<file path="config.mk">
export PLATFORM = sky130hd
export DESIGN_NAME = reg_scoreboard
export DESIGN_NICKNAME = d
export VERILOG_FILES = /design/src/rtl/scb_pkg.sv /design/src/rtl/scb_hazard_chk.sv /design/src/rtl/reg_scoreboard.sv
export SDC_FILE = /design/constraint.sdc
export NUM_CORES = 1
export LEC_CHECK = 0
export CORE_MARGIN = 2
export CORE_UTILIZATION = 50
export CTS_CLUSTER_DIAMETER = 30
export DETAILED_ROUTE_END_ITERATION = 12
export GPL_TIMING_DRIVEN = 0
export PLACE_DENSITY = 0.78
export SLEW_MARGIN = 10
export SYNTH_ARGS = -nofsm -noshare
export SYNTH_HDL_FRONTEND = slang
export SYNTH_HIERARCHICAL = 1
export SYNTH_SLANG_ARGS = --single-unit
</file>
<file path="constraint.sdc">
create_clock -name clk -period 6.13 [get_ports clk]
set_input_delay 1.226 -clock clk [delete_from_list [all_inputs] [get_ports clk]]
set_output_delay 1.226 -clock clk [all_outputs]
set_load 0.05 [all_outputs]
</file>
<file path="src/rtl/scb_pkg.sv">
// Shared defaults and types for the register scoreboard (reg_scoreboard).
package scb_pkg;
   localparam int AW      = 5;
   localparam int NREG    = 2 ** AW;
   localparam int MAX_OUT = 4;
   localparam int CW      = 3;

   typedef logic [AW-1:0] reg_addr_t;

   localparam reg_addr_t REG_ZERO = 5'd0;
endpackage

</file>
<file path="src/rtl/scb_hazard_chk.sv">
// Combinational RAW/WAW hazard detection against the pending bitmap.
// With SCB_WB_BYPASS_EN defined, a same-cycle write-back masks its register.
module scb_hazard_chk
   import scb_pkg::*;
#(
   parameter int NREG = scb_pkg::NREG,
   parameter int AW   = scb_pkg::AW
) (
   input  logic [NREG-1:0] busy,
   input  logic [AW-1:0]   rs1,
   input  logic [AW-1:0]   rs2,
   input  logic [AW-1:0]   rd,
   input  logic            we,
   input  logic            wb_valid,
   input  logic [AW-1:0]   wb_rd,
   output logic            hazard
);

   logic [NREG-1:0] clr;
   logic [NREG-1:0] eff;

`ifdef SCB_WB_BYPASS_EN
   assign clr = wb_valid ? (NREG'(1) << wb_rd) : '0;
`else
   logic unused_wb;
   assign unused_wb = ^{wb_valid, wb_rd};
   assign clr       = '0;
`endif

   // Register 0 is hard-wired clean regardless of what the bitmap holds.
   assign eff    = busy & ~clr & ~NREG'(1);
   assign hazard = eff[rs1] | eff[rs2] | (we & eff[rd]);

endmodule

</file>
<file path="src/rtl/reg_scoreboard.sv">
// Pending-write scoreboard: stalls issue on RAW/WAW hazards or when the outstanding limit is reached.
// Optional macro SCB_WB_BYPASS_EN lets a same-cycle write-back release a stall without a bubble.
module reg_scoreboard
   import scb_pkg::*;
#(
   parameter int NREG    = scb_pkg::NREG,
   parameter int AW      = scb_pkg::AW,
   parameter int MAX_OUT = scb_pkg::MAX_OUT,
   parameter int CW      = scb_pkg::CW
) (
   input  logic            clk,
   input  logic            rst,
   input  logic            iss_valid,
   output logic            iss_ready,
   input  logic [AW-1:0]   iss_rs1,
   input  logic [AW-1:0]   iss_rs2,
   input  logic [AW-1:0]   iss_rd,
   input  logic            iss_we,
   input  logic            wb_valid,
   input  logic [AW-1:0]   wb_rd,
   output logic [NREG-1:0] busy,
   output logic [CW-1:0]   out_cnt,
   output logic            err_wb
);

   logic            hazard;
   logic            full;
   logic            fire;
   logic            set_req;
   logic            wb_hit;
   logic            wb_legal;
   logic            wb_bad;
   logic [CW-1:0]   cnt_eff;
   logic [NREG-1:0] busy_next;

   scb_hazard_chk #(
      .NREG (NREG),
      .AW   (AW)
   ) u_hazard (
      .busy     (busy),
      .rs1      (iss_rs1),
      .rs2      (iss_rs2),
      .rd       (iss_rd),
      .we       (iss_we),
      .wb_valid (wb_valid),
      .wb_rd    (wb_rd),
      .hazard   (hazard)
   );

   assign wb_hit   = wb_valid && (wb_rd != AW'(REG_ZERO));
   assign wb_legal = wb_hit && busy[wb_rd];
   assign wb_bad   = wb_hit && !busy[wb_rd];

`ifdef SCB_WB_BYPASS_EN
   assign cnt_eff = out_cnt - CW'(wb_legal);
`else
   assign cnt_eff = out_cnt;
`endif

   assign full      = iss_we && (iss_rd != AW'(REG_ZERO)) && (cnt_eff == CW'(MAX_OUT));
   assign iss_ready = !hazard && !full;
   assign fire      = iss_valid && iss_ready;
   assign set_req   = fire && iss_we && (iss_rd != AW'(REG_ZERO));

   // Set is applied after clear so a bypassed re-issue of the same register stays pending.
   always_comb begin
      busy_next = busy;
      if (wb_legal) busy_next[wb_rd] = 1'b0;
      if (set_req)  busy_next[iss_rd] = 1'b1;
      busy_next[0] = 1'b0;
   end

   always_ff @(posedge clk) begin
      if (rst) begin
         busy    <= '0;
         out_cnt <= '0;
         err_wb  <= 1'b0;
      end else begin
         busy    <= busy_next;
         out_cnt <= out_cnt + CW'(set_req) - CW'(wb_legal);
         if (wb_bad) err_wb <= 1'b1;
      end
   end

endmodule

</file>
==> metrics.log <==
[metrics] result of the run: completed
[metrics] non-filler instance count after layout: about 460
[metrics] YS warnings: 6
[metrics] Max Clock Skew: between 4 and 5 ps
[metrics] category of the critical setup timing path: in -> out
[metrics] IO Pins: 62
[metrics] clock buffers created by TritonCTS: 5
[metrics] synthesis-stage register bit count: 35
[metrics] total via count after detailed routing: between 3000 and 4000
[metrics] largest family of logic cells by synthesized area: simple AND/OR/NAND/NOR gates
[metrics] share of synthesized cell area in and, or, nand and nor gates: about 26%
[metrics] Ant. Diodes: 0
[metrics] DR top layer: met4
[metrics] buffers plus inverters on the worst setup path: 3
[metrics] Period minus WS final: 5950 ps
[metrics] final period utilization: a little over nine tenths
[metrics] share of synthesized area spent on multiplexers: between 20% and 30%
[metrics] sequential cell area: about 700 um^2
[metrics] synthesized netlist cell count: roughly 330
[metrics] synthesized net count: 355
[metrics] Core Rows: 27
[metrics] max-cap violation count: 0
[metrics] Die Y-Extent: 80.8 um
[metrics] ys async rst share: 0%
[metrics] total global routing track utilization: between 30% and 40%
[metrics] fill cell count: approximately 500
[metrics] Critical Path, Cell by Cell: clkdlybuf4s50_1 > buf_6 > mux4_1 > mux4_2 > o2111ai_2 > nand4_1 > o21ba_2 > clkdlybuf4s50_1
[metrics] maximum number of buffers from clock root to sink: 2
[metrics] average wire length per cell after detail routing: ~21 um
[metrics] Sw Share: between 30 and 40%
[metrics] routed wire length: around 9700 um
[metrics] combinational group share of total power: 26.2%
[metrics] power per cell area: between 150 and 200 nW/um^2
[metrics] # port buffers: 56
[metrics] floorplan die area: around 6500 um^2
[metrics] library cells used by synthesis: between 60 and 70
[metrics] worst endpoint required time: about 5000 ps
[metrics] critical-path cell with the highest stage delay: clkdlybuf4s50_1
[metrics] post-cts gate resize count: 0
[metrics] pin slew with the least headroom to its limit: between 700 and 800 ps
[metrics] sum of met3 wire segment lengths after detailed routing: slightly above 900 um
[metrics] buffer type at the clock tree root: clkbuf_8
[metrics] number of global-route vias before repair: between 2000 and 3000
[metrics] met2 routed wirelength: between 4000 and 5000 um
[metrics] signal arrival time at the worst endpoint: ~4700 ps
[metrics] sum of negative setup slack: 0 ps
[metrics] Worst Setup Slack post-DPL: 196 ps
[metrics] setup violators final: 0
[metrics] relative area change from synthesis to final layout: 25.4%
[metrics] average cell area after synthesis: about 9 um^2
[metrics] number of slew-limit violations in the final report: 0
[metrics] initial antenna violation count: 0
[metrics] total half-perimeter wirelength after legalization and detailed placement: 7090 um
[metrics] most frequent cell on the critical path: clkdlybuf4s50_1
[metrics] last weighted congestion value of the routability-driven placer: between 0.9 and 1
[metrics] clock share of power: roughly a third
[metrics] cell accounting for the most synthesized area: dfxtp_1
[metrics] footprint of the multi-input gates: roughly 2100 um^2
[metrics] leftover overflow at the end of global routing: 0
[metrics] sequential share of power: a little over two fifths
[metrics] net switching power: roughly 0.17 mW
[metrics] portion of the post-synthesis area used by sequential elements: 23.7%
[metrics] Fin. Hold Viols: 0
[metrics] clock tree from TritonCTS: built
[metrics] launching element type of the critical path: input port
[metrics] placed instance count: between 400 and 500
[metrics] total power draw: between 0.5 and 0.6 mW
[metrics] post-cts hold buffer count: 0
[metrics] Detailed Routing Iterations Pass 1: 7
[metrics] tightest slew margin relative to the limit: about 49%
[metrics] XOR/XNOR share of the synthesized area: less than 1%
[metrics] Sinks on Clock Net: 35
[metrics] buffer count from post-CTS setup fixing: 0
[metrics] flip-flop cell with the highest count after synthesis: dfxtp_1
[metrics] critical path's top delay family: buffers and inverters
[metrics] ratio of routed vias to standard cells: approximately 6.7
[metrics] Antenna Nets Post-Route: 0
[metrics] leakage power summed over all cells: 1.34 nW
[metrics] effective utilization at floorplan: between 50% and 60%
[metrics] clock transition at the registers of the reported paths: approximately 60 ps
[metrics] maximum number of pins on one net before global-route repair: 16
[metrics] number of flops mapped to enable cells by yosys: 0
[metrics] Hold WC Path Type: reg -> reg
[metrics] wire length of the first global-routing pass: between 15000 and 20000 um
[metrics] top-area cell type share of the netlist area: around a quarter
[metrics] area of the placeable core: ~5600 um^2
[metrics] placed inst area: around 3600 um^2
[metrics] insertion delay to the later sink of the worst-skew pair: 280 ps
[metrics] Largest stage delay, worst path: ~790 ps
[metrics] die outline width: between 80 and 90 um
[metrics] maximum fanout along the worst path: 10
[metrics] maximum ir drop on the vdd rail: 151 uV
[metrics] initial detailed-routing violation count: between 300 and 400
[metrics] Design Area, Final: between 3000 and 4000 um^2
[metrics] cells taking the most area after synthesis: dfxtp_1, mux4_2, nand2_1
[metrics] capturing element type of the critical path: output pin
[metrics] highest clock rate: between 150 and 200 MHz
[metrics] WL met1: slightly below 4000 um
[metrics] fraction of the mapped netlist area in compound gates: roughly a fifth
[metrics] internal power summed over all cells: between 0.3 and 0.4 mW
[metrics] adder-cell area share of the yosys netlist: 1.53%
[metrics] setup repair after global routing missed its margin: no
[metrics] DRC violation count after routing: 0
[metrics] setup slack of the critical path after layout: between 150 and 200 ps
[metrics] CTS H-tree depth: 2
[metrics] Syn Std Cell Area: 2950 um^2
[metrics] fraction of layout instances using a drive strength above 1: ~15%
[metrics] number of nets in the layout: around 420
-- path summary, 6_finish.rpt --
check | slack, ps | start | cells after the start | to
worst max-delay path | 180 | iss_rd[1] | 8 | iss_ready
worst min register to register | 510 | err_wb$_SDFFE_PP0P_ | 2 | err_wb$_SDFFE_PP0P_
worst max register to register | 2280 | busy[24]$_SDFF_PP0_ | 13 | out_cnt[2]$_SDFF_PP0_
worst min-delay path | 510 | err_wb$_SDFFE_PP0P_ | 2 | err_wb$_SDFFE_PP0P_
-- layer usage --
metal	GRT usage (%)	up-vias
li1	-	1388
met2	49.9	190
met4	11.9	0
met5	0	-
met1	41.0	1489
met3	4.33	32
-- power groups by stage --
stage / logic [mW] / registers [mW] / clock network (mW)
2_1_floorplan: 0.0780 / 0.262 / 0
3_3_place_gp: 0.145 / 0.244 / 0
3_5_place_dp: 0.147 / 0.244 / 0
4_1_cts: 0.148 / 0.239 / 0.183
5_1_grt: 0.160 / 0.240 / 0.191
6_report: 0.150 / 0.239 / 0.181
-- cell usage after synthesis, types with 3 or more instances --
library cell / number
mux4_2: 12
a21oi_1: 19
nor4_1: 3
nor3b_1: 4
o21ai_1: 13
and3b_1: 5
nand2_1: 49
nand3_1: 8
mux2i_1: 12
nor3_1: 5
and3_1: 5
nor2b_1: 11
mux2_2: 9
dfxtp_1: 35
nor2_1: 12
clkbuf_1: 8
buf_1: 3
a31oi_1: 4
mux2_1: 3
buf_6: 5
a2111oi_0: 3
or3b_2: 3
o21ai_0: 10
nand3b_1: 3
or2_2: 3
nand2b_1: 6
o311ai_1: 13
mux4_1: 6
a22oi_1: 3
buf_2: 4
inv_1: 6
-- kinds of logic after synthesis --
group / count (synthesis)
xor+xnor: 2
flops: 35
buf+inv: 27
mux: 44
fa+ha+maj: 3
other cells: 1
compound gates: 82
simple gates: 133
-- worst min-delay path, stage by stage, from the launching register on --
cell and delay, ps:
dfxtp_1 340, a31oi_1 50, nor2_1 90
-- cell type report --
type / instances / area share [%]
clock buffers: 8 / 2.70
repair buffers: 56 / 15.1
inverters: 6 / 0.609
well taps: 72 / 2.43
flip-flops and latches: 35 / 18.9
plain buffers: 21 / 3.38
multi-input cells: 265 / 56.8
-- placed cells by master, fill, tap and decap left out, drive strengths merged, types with 3 or more instances in the layout --
cell type      netlist  routed
nor2                13      13
mux2                14      14
nand3b               3       3
or3b                 4       4
nor4                 3       3
nand2               49      49
clkdlybuf4s50        0      56
and3                 5       5
mux4                18      18
a31oi                4       4
nor3                 7       7
a211oi               3       3
a2111oi              3       3
nand4                3       3
and3b                5       5
buf                 13      13
a21oi               19      19
mux2i               12      12
a22oi                4       4
clkbuf               8      16
o311ai              14      14
nand3                8       8
nor3b                5       5
o21ai               23      23
inv                  6       6
or2                  4       4
nor2b               11      11
nand2b               6       6
dfxtp               35      35
-- flip-flops by register name, summed over array words and instances, names as in the netlist --
signal and count:
err_wb 1, busy 31, out_cnt 3
-- metrics by stage --
step                util, %  hold slack, ps
floorplan                 -             723
global placement       64.2             467
detailed placement     64.2             506
CTS                    66.0             521
global route           66.0             534
finish                 66.0             507
Note: power is estimated with default switching activity, not from simulation.
